[config.mk]
export PLATFORM = sky130hd
export DESIGN_NAME = data_responder_flat
export DESIGN_NICKNAME = d
export VERILOG_FILES = /design/src/rtl/data_responder_if.sv /design/src/rtl/data_responder.sv /design/src/flat_wrapper.sv
export SDC_FILE = /design/constraint.sdc
export NUM_CORES = 2
export LEC_CHECK = 0
export ABC_CLOCK_PERIOD_IN_PS = 11100
export BUFFER_PORTS_ARGS = -buffer_cell sky130_fd_sc_hd__buf_2
export CORE_MARGIN = 2
export CORE_UTILIZATION = 28
export CTS_BUF_LIST = sky130_fd_sc_hd__clkbuf_2
export CTS_CLUSTER_SIZE = 14
export DETAILED_ROUTE_END_ITERATION = 16
export PLACE_DENSITY_LB_ADDON = 0.25
export SETUP_SLACK_MARGIN = 0.1
export SLEW_MARGIN = 20
export SYNTH_ARGS = -nofsm -noshare
export SYNTH_HDL_FRONTEND = slang
export SYNTH_MEMORY_MAX_BITS = 65536
export SYNTH_SLANG_ARGS = --single-unit
[constraint.sdc]
create_clock -name clock -period 11.1 [get_ports clock]
set_input_delay 2.22 -clock clock [delete_from_list [all_inputs] [get_ports clock]]
set_output_delay 2.22 -clock clock [all_outputs]
set_load 0.01 [all_outputs]
[src/rtl/data_responder_if.sv]
`default_nettype none
// +----------------------------------------------------------------------------+
// | data_responder_if: processor access port and output-FIFO stream port       |
// | Rev 1.0                                                                    |
// +----------------------------------------------------------------------------+
interface data_responder_if;
  logic        req;
  logic        mem_write;
  logic [15:0] address;
  logic [15:0] write_data;
  logic [15:0] read_data;
  logic        ready;
  logic [15:0] out_data;
  logic        out_valid;
  logic        out_ready;

  modport master (
    output req, mem_write, address, write_data, out_ready,
    input  read_data, ready, out_data, out_valid
  );

  modport slave (
    input  req, mem_write, address, write_data, out_ready,
    output read_data, ready, out_data, out_valid
  );
endinterface
`default_nettype wire

[src/rtl/data_responder.sv]
`default_nettype none
// +----------------------------------------------------------------------------+
// | data_responder: wait-stated memory-mapped RAM, output FIFO and status regs |
// | Option macro: DATA_RESPONDER_CYCLE_COUNTER_EN (CYCLES counter at 0xFF02)   |
// | Rev 1.0                                                                    |
// +----------------------------------------------------------------------------+
module data_responder #(
  parameter int RAM_WORDS   = 256,
  parameter int FIFO_DEPTH  = 4,
  parameter int WAIT_STATES = 1
) (
  input  wire             clock,
  input  wire             reset,
  data_responder_if.slave bus
);
  localparam logic [1:0]  c_idle = 2'd0;
  localparam logic [1:0]  c_wait = 2'd1;
  localparam logic [1:0]  c_resp = 2'd2;
  localparam int          c_ram_aw = (RAM_WORDS > 1) ? $clog2(RAM_WORDS) : 1;
  localparam int          c_ptr_w  = $clog2(FIFO_DEPTH);
  localparam int          c_cnt_w  = c_ptr_w + 1;
  localparam logic [3:0]  c_wait_init = (WAIT_STATES > 0) ? 4'(WAIT_STATES - 1) : 4'd0;
  localparam logic [16:0] c_ram_lim   = 17'(RAM_WORDS);
  localparam logic [c_cnt_w-1:0] c_full = c_cnt_w'(FIFO_DEPTH);
  localparam logic [15:0] c_fifo_addr   = 16'hFF00;
  localparam logic [15:0] c_status_addr = 16'hFF01;
  localparam logic [15:0] c_cycles_addr = 16'hFF02;

  logic [1:0]  state_q, state_d;
  logic [3:0]  wait_q, wait_d;
  logic [15:0] addr_q, addr_d;
  logic [15:0] wdata_q, wdata_d;
  logic        we_q, we_d;
  logic        w_commit;

  logic [15:0] ram [RAM_WORDS];
  logic [15:0] fifo_mem [FIFO_DEPTH];
  logic [c_ptr_w-1:0] wr_ptr_q, wr_ptr_d, rd_ptr_q, rd_ptr_d;
  logic [c_cnt_w-1:0] count_q, count_d;
  logic        overflow_q, overflow_d;

  logic [15:0] w_acc_addr, w_acc_data, w_cycles, w_rd_val;
  logic        w_wr, w_ram_we, w_push, w_push_ok, w_pop, w_full, w_status_wr;

  // State register
  always_ff @(posedge clock) begin
    if (!reset) state_q <= c_idle;
    else        state_q <= state_d;
  end

  // Next state; w_commit marks the edge that enters RESP (write side effect)
  always_comb begin
    state_d  = state_q;
    wait_d   = wait_q;
    w_commit = 1'b0;
    case (state_q)
      c_idle: if (bus.req) begin
        if (WAIT_STATES == 0) begin
          state_d  = c_resp;
          w_commit = 1'b1;
        end else begin
          state_d = c_wait;
          wait_d  = c_wait_init;
        end
      end
      c_wait: if (wait_q == 4'd0) begin
        state_d  = c_resp;
        w_commit = 1'b1;
      end else begin
        wait_d = wait_q - 4'd1;
      end
      c_resp:  state_d = c_idle;
      default: state_d = c_idle;
    endcase
  end

  // Outputs
  always_comb begin
    bus.ready     = (state_q == c_resp);
    bus.read_data = (bus.ready && !we_q) ? w_rd_val : 16'h0000;
    bus.out_valid = (count_q != '0);
    bus.out_data  = bus.out_valid ? fifo_mem[rd_ptr_q] : 16'h0000;
  end

  // With zero wait states the commit happens in IDLE, before the request is latched
  always_comb begin
    w_acc_addr  = (state_q == c_idle) ? bus.address    : addr_q;
    w_acc_data  = (state_q == c_idle) ? bus.write_data : wdata_q;
    w_wr        = w_commit && ((state_q == c_idle) ? bus.mem_write : we_q);
    w_ram_we    = w_wr && ({1'b0, w_acc_addr} < c_ram_lim);
    w_push      = w_wr && (w_acc_addr == c_fifo_addr);
    w_status_wr = w_wr && (w_acc_addr == c_status_addr);
  end

  always_comb begin
    addr_d  = addr_q;
    wdata_d = wdata_q;
    we_d    = we_q;
    if (state_q == c_idle && bus.req) begin
      addr_d  = bus.address;
      wdata_d = bus.write_data;
      we_d    = bus.mem_write;
    end
  end

  // FIFO: a pop frees the slot a simultaneous push needs, even when full
  always_comb begin
    w_full     = (count_q == c_full);
    w_pop      = (count_q != '0) && bus.out_ready;
    w_push_ok  = w_push && (!w_full || w_pop);
    wr_ptr_d   = w_push_ok ? wr_ptr_q + c_ptr_w'(1) : wr_ptr_q;
    rd_ptr_d   = w_pop     ? rd_ptr_q + c_ptr_w'(1) : rd_ptr_q;
    count_d    = count_q;
    if (w_push_ok && !w_pop)      count_d = count_q + c_cnt_w'(1);
    else if (!w_push_ok && w_pop) count_d = count_q - c_cnt_w'(1);
    overflow_d = overflow_q;
    if (w_status_wr)                      overflow_d = 1'b0;
    else if (w_push && w_full && !w_pop)  overflow_d = 1'b1;
  end

  always_comb begin
    w_rd_val = 16'h0000;
    if ({1'b0, addr_q} < c_ram_lim) w_rd_val = ram[addr_q[c_ram_aw-1:0]];
    else if (addr_q == c_status_addr) w_rd_val = {overflow_q, 7'b0, 8'(count_q)};
    else if (addr_q == c_cycles_addr) w_rd_val = w_cycles;
  end

  always_ff @(posedge clock) begin
    if (!reset) begin
      wait_q     <= 4'd0;
      addr_q     <= 16'h0000;
      wdata_q    <= 16'h0000;
      we_q       <= 1'b0;
      wr_ptr_q   <= '0;
      rd_ptr_q   <= '0;
      count_q    <= '0;
      overflow_q <= 1'b0;
    end else begin
      wait_q     <= wait_d;
      addr_q     <= addr_d;
      wdata_q    <= wdata_d;
      we_q       <= we_d;
      wr_ptr_q   <= wr_ptr_d;
      rd_ptr_q   <= rd_ptr_d;
      count_q    <= count_d;
      overflow_q <= overflow_d;
    end
  end

  // RAM survives reset; only the write is blocked while reset is asserted
  always_ff @(posedge clock) begin
    if (reset && w_ram_we) ram[w_acc_addr[c_ram_aw-1:0]] <= w_acc_data;
  end

  always_ff @(posedge clock) begin
    if (reset && w_push_ok) fifo_mem[wr_ptr_q] <= w_acc_data;
  end

`ifdef DATA_RESPONDER_CYCLE_COUNTER_EN
  logic [15:0] cycles_q, cycles_d;
  logic        w_cyc_wr;

  always_comb begin
    w_cyc_wr = w_wr && (w_acc_addr == c_cycles_addr);
    cycles_d = w_cyc_wr ? 16'h0000 : cycles_q + 16'h0001;
  end

  always_ff @(posedge clock) begin
    if (!reset) cycles_q <= 16'h0000;
    else        cycles_q <= cycles_d;
  end

  assign w_cycles = cycles_q;
`else
  assign w_cycles = 16'h0000;
`endif

endmodule
`default_nettype wire

[src/flat_wrapper.sv]
// flat-port wrapper written by rule: the top's interface ports become plain ports
module data_responder_flat 
#(
  parameter int RAM_WORDS   = 256,
  parameter int FIFO_DEPTH  = 4,
  parameter int WAIT_STATES = 1
)
  (clock, reset, bus_req, bus_mem_write, bus_address, bus_write_data, bus_out_ready, bus_read_data, bus_ready, bus_out_data, bus_out_valid);
  data_responder_if bus_i ();
  input  wire clock;
  input  wire reset;
  input wire logic [$bits(bus_i.req)-1:0] bus_req;
  input wire logic [$bits(bus_i.mem_write)-1:0] bus_mem_write;
  input wire logic [$bits(bus_i.address)-1:0] bus_address;
  input wire logic [$bits(bus_i.write_data)-1:0] bus_write_data;
  input wire logic [$bits(bus_i.out_ready)-1:0] bus_out_ready;
  output wire logic [$bits(bus_i.read_data)-1:0] bus_read_data;
  output wire logic [$bits(bus_i.ready)-1:0] bus_ready;
  output wire logic [$bits(bus_i.out_data)-1:0] bus_out_data;
  output wire logic [$bits(bus_i.out_valid)-1:0] bus_out_valid;
  assign bus_i.req = bus_req;
  assign bus_i.mem_write = bus_mem_write;
  assign bus_i.address = bus_address;
  assign bus_i.write_data = bus_write_data;
  assign bus_i.out_ready = bus_out_ready;
  assign bus_read_data = bus_i.read_data;
  assign bus_ready = bus_i.ready;
  assign bus_out_data = bus_i.out_data;
  assign bus_out_valid = bus_i.out_valid;
  data_responder #(.RAM_WORDS(RAM_WORDS), .FIFO_DEPTH(FIFO_DEPTH), .WAIT_STATES(WAIT_STATES)) u_core (.clock(clock), .reset(reset), .bus(bus_i));
endmodule
Yosys cells after proc, flatten, opt, wreduce, memory -nomap -nowiden --
Memory sizes are Yosys's and may differ from the RTL's. A register that Yosys moved wholly into a read port is not among the register bits. Index checks and enable logic that the tools add are counted. Widths: inputs -> output; s select.
Word-level totals: register bits 47, RAM bits 4160, output and inout port bits 34, logic and storage cells 80, memories kept 2
Memory list:
- u_core.ram | depth 256, width 16, read ports 1, clocked after Yosys merged registers in 1, wr ports 1, line data_responder.sv:36 | logic [15:0] ram [RAM_WORDS];
- u_core.fifo_mem | depth 4, width 16, read ports 1, clocked after Yosys merged registers in 1, wr ports 1, line data_responder.sv:37 | logic [15:0] fifo_mem [FIFO_DEPTH];
Cells by class: add/subtract/negate cells 5, magnitude comparators 2, equality and inequality tests 9, multiplexer cells 25, bitwise logic cells 1, reduce and logical (&&, ||, !) cells 27
Operators with widths (count):
- $mux 16 | 6
- $eq 16x16->1 const B | 3
- $lt 16x9->1 const B | 2
- $mux 8 | 2
- $logic_and 1x1->1 | 14
- $mux 2 | 4
- $mux 4 | 2
- $pmux 4 s2 | 1
- $mux 1 | 7
- $mux 3 | 2
- $add 2x1->2 const B | 2
- $logic_not 1->1 | 4
- $logic_not 4->1 | 1
- $ne 2x2->1 const B | 2
- $pmux 2 s2 | 1
- $reduce_bool 2->1 | 2
- $sub 4x1->4 const B | 1
- $add 3x1->3 const B | 1
- $eq 3x3->1 const B | 1
- $reduce_and 3->1 | 1
- $reduce_bool 3->1 | 1
- $sub 3x1->3 const B | 1
- $eq 2x1->1 const B | 1
- $eq 2x2->1 const B | 1
- 6 further kinds | 6

Depth between registers and ports, before layout --
depth after elaboration 10, mapped depth 13, mapped depth without buffers 13

Worst setup path before layout --
No wires, ideal clock.
path kind input to register, start point in bus_write_data[0], end point mem u_core.fifo_mem[0][0], data pin, library setup time 832 ps, arrival time 5364 ps, required time 10268 ps, setup slack 4903 ps, cell stages on the path 2, path through nand2_1 -> nand2_1
Between the ends: longest elaborated chain between the ends 1
RTL lines:
- from (decl) | line flat_wrapper.sv:15 | input wire logic [$bits(bus_i.write_data)-1:0] bus_write_data;
- $mux 16 | line data_responder.sv:88 | w_acc_data = (state_q == c_idle) ? bus.write_data : wdata_q;
- via u_core.w_acc_data[0] | line data_responder.sv:42 | logic [15:0] w_acc_addr, w_acc_data, w_cycles, w_rd_val;
- to (decl) | line data_responder.sv:37
The timed path passes the listed nets, and every way through them passes these cells.

==> reports/metrics.csv <==
stage,metric,value,unit
cts,clk_latency,2.27,ns
setup_path,critPathLaunchType,flop,
die,rows,279,
sta,fmaxAchievable,103,MHz
setup_path,crit-reg2reg-launch,u_core.wait_q[0],
sta,rsz0062_at_grt,false,
final_layout,layout-drive-gt1-share,0.358,
cts,cts-root-buf,clkbuf_2,
cts,clock-sinks,4217,
synth,yosysMostFrequentCell,edfxtp_1,
cts,clk_pin_slew,0.11,ns
synth,synthDistinctLibCells,71,
placement,dpl.hpwl,266000,um
detailed_routing,ant_nets,0,
synth,yosys.area.top_type_share,0.769,
detailed_routing,routed-via-count,81300,
synth,synth-seq-cells,4217,
detailed_routing,wl,465000,um
final_layout,final_nets,8470,
sta,slew_viol_final,0,
detailed_routing,avgViaCountPerCell,4.84,
sta,fin_crit_sh,0.878,
pwr,p_int,23.7,mW
synth,ys_seq_area_frac,0.776,
detailed_routing,drc,0,
synth,synthFlopType,edfxtp_1,
synth,yosys.area.top_type,edfxtp_1,
grt,grt_max_degree,188,
worst_hold_path,hold_path_class,flop to flop,
grt,grt_pass1_wl,651000,um
grt,grt_usage,0.158,
sta,timing.max_slew.rel_slack,0.147,
placement,gp_congestion,0.780,
die,fp.dieH,766,um
detailed_routing,drt_iter0_drc,8513,
setup_path,reg2reg_depth,10,
cts,cts_setup_buffers,0,
final_layout,syn2layout_area_growth,12.9,%
die,die_w,766,um
pwr,switchingPower,9.35,mW
die,die-area,586000,um^2
setup_path,required,8.88,ns
detailed_routing,drt_pre_antenna_iters,5,
synth,synthTopCellsByArea,"edfxtp_1 (77%), mux4_2 (15%), mux2i_1 (2.0%), dfxtp_1 (0.70%), nor2_1 (0.66%)",
sta,clock_skew,0.150,ns
final_layout,fill_cells,55900,
placement,io_buffers,70,
sta,worstMarginPinSlew,1.27,ns
setup_path,arrival,7.53,ns
pwr,pwr-share-comb,0.133,
setup_path,path_max_fanout,93,
sta,fin_tns_setup,0,ns
synth,ys_top_cells_by_count,"edfxtp_1 (4160), mux4_2 (1067), mux2i_1 (326), nor2_1 (284), nand2_1 (227)",
setup_path,end_kind,output pin,
die,io_pins,71,
synth,netlist_area,162000,um^2
sta,setup_viol,0,
pwr,power.share.clock,0.303,
worst_hold_path,min_from,u_core.wdata_q[11],
cts,htreeDepth,7,
grt,overflow,0,
cts,clock_path_buffers,5,
run,cap_violations,0,
synth,yosysWarningCount,0,
synth,netlist_instances,7230,
sta,report.final.hold_viol_count,0,
sta,hold_slack,0.470,ns
synth,syn_avg_cell_area,22.5,um^2
detailed_routing,route.detailed.wl_per_inst,27.7,um
setup_path,reg2reg_to,u_core.ram[44][15],
pwr,leakagePower,56.3,nW
die,initial_core_util,0.281,
grt,grt_antenna_before_repair,33,
worst_hold_path,holdPathEnd,u_core.wdata_q[11],
pwr,vdd_ir_drop_max,189,uV
die,fp.coreArea,577000,um^2
outcome,status,completed,
setup_path,worstSetupPathType,flop to output pin,
synth,synth-edff-count,4160,
synth,syn_nets,7274,
worst_hold_path,min_path_cells,2,
synth,synthArstFlopShare,0,
cts,cts_tree,done,
pwr,power_density,181,nW/um^2
cts,cts_buffers,1117,
setup_path,r2r_setup_slack,6.40,ns
sta,finalCriticalPeriod,9.75,ns
pwr,switching_share,0.282,
pwr,pwr-share-seq,0.564,
grt,grt_pass1_vias,86100,
[registers in the layout, indices dropped and copies added (netlist names), named ones only]
| register | count |
|---|---|
| u_core.addr_q | 16 |
| u_core.count_q | 3 |
| u_core.fifo_mem | 64 |
| u_core.overflow_q | 1 |
| u_core.ram | 4096 |
| u_core.rd_ptr_q | 2 |
| u_core.state_q | 2 |
| u_core.wait_q | 4 |
| u_core.wdata_q | 16 |
| u_core.we_q | 1 |
| u_core.wr_ptr_q | 2 |
[worst max-delay path by stage]
stage                      start                     to  slack, ns  depth (start not counted)
6_report                    flop      bus_read_data[12]       1.35                          9
3_5_place_dp                flop      bus_read_data[13]       3.59                          9
5_1_grt                     flop       bus_read_data[3]       0.85                          9
4_1_cts                     flop      bus_read_data[13]       0.85                          9
2_1_floorplan  bus_write_data[0]  u_core.fifo_mem[0][0]       4.90                          2
3_3_place_gp                flop       bus_read_data[0]       3.42                          9
[timing repair]
action,4_1_cts,5_1_grt
hold buffers,32,0
resized for setup,0,0
endpoints found under the hold margin,40,0
[power by group through the flow]
stage               registers, mW  clock network, mW  logic (mW)
finish                       18.7               10.0        4.41
global route                 18.7               11.2        4.68
CTS                          18.7               10.4        4.47
detailed placement           19.0                  0        4.46
global placement             19.0                  0        4.33
floorplan                    19.4                  0        2.44
[per-stage QoR]
step / std cells / power (mW) / instance area, um^2 / util / setup slack, ns
CTS: 16800 / 33.6 / 183000 / 0.317 / 0.853
global route: 16800 / 34.6 / 183000 / 0.317 / 0.854
global placement: 15000 / 23.4 / 174000 / 0.301 / 3.42
floorplan: 7230 / 21.8 / 162000 / - / 4.90
finish: 16800 / 33.1 / 183000 / 0.317 / 1.35
detailed placement: 15000 / 23.5 / 174000 / 0.301 / 3.59
[logic make-up after synthesis]
kind of cell,Yosys count,synth area share
compound gates,489,0.0217
xor+xnor,7,0.000378
fa+ha+maj,7,0.000586
buf+inv,427,0.0141
flops,4217,0.776
mux,1397,0.168
simple gates,686,0.0185
[placed cells by master, fill, tap and decap left out, types with 10 or more instances in the layout]
cell type / count
and3_1: 11
nand2_1: 190
a221oi_1: 70
inv_2: 14
bufinv_16: 13
o22ai_1: 23
nand2_4: 14
nand2_2: 21
nor2_4: 28
clkinv_2: 21
mux4_2: 1067
diode_2: 27
nor2_1: 196
nor2b_1: 11
nand3_1: 50
o211a_1: 12
edfxtp_1: 4160
mux2i_1: 326
buf_12: 26
nand3b_1: 14
and2_1: 28
a22oi_1: 123
buf_4: 360
clkbuf_2: 1506
nor3_1: 10
dfxtp_1: 49
o21ai_1: 13
nor2_2: 60
a21boi_0: 34
dlygate4sd3_1: 32
buf_2: 70
a21oi_1: 49
a211oi_1: 29
clkinv_1: 177
o21ai_0: 66
o2111ai_1: 12
[layout make-up]
cell class | instances | area, um^2 | share of cell area
diodes | 27 | 67.6 | 0.000369
clock inverters | 223 | 1200 | 0.00657
well taps | 7727 | 9670 | 0.0527
repair buffers | 496 | 4080 | 0.0223
clock buffers | 1506 | 7540 | 0.0411
flip-flops and latches | 4217 | 126000 | 0.688
multi-input cells | 2586 | 34600 | 0.189
inverters | 8 | 30.0 | 0.000164
[per-layer routing]
| layer | GRT usage | share of wire | vias to the layer above |
|---|---|---|---|
| li1 | - | - | 33500 |
| met1 | 0.210 | 0.43 | 44200 |
| met2 | 0.255 | 0.49 | 3028 |
| met3 | 0.0359 | 0.062 | 526 |
| met4 | 0.0512 | 0.020 | 8 |
| met5 | 0 | 0.00012 | - |
[critical path, stage by stage (launching register included)]
cell,delay (ns)
dfxtp_4,1.02
buf_12,0.45
buf_12,0.58
buf_4,0.48
mux4_2,0.31
mux4_2,0.22
mux2i_1,0.15
a211oi_1,1.05
o211a_1,0.51
buf_2,0.21
Power figures use the tool's default switching activity.
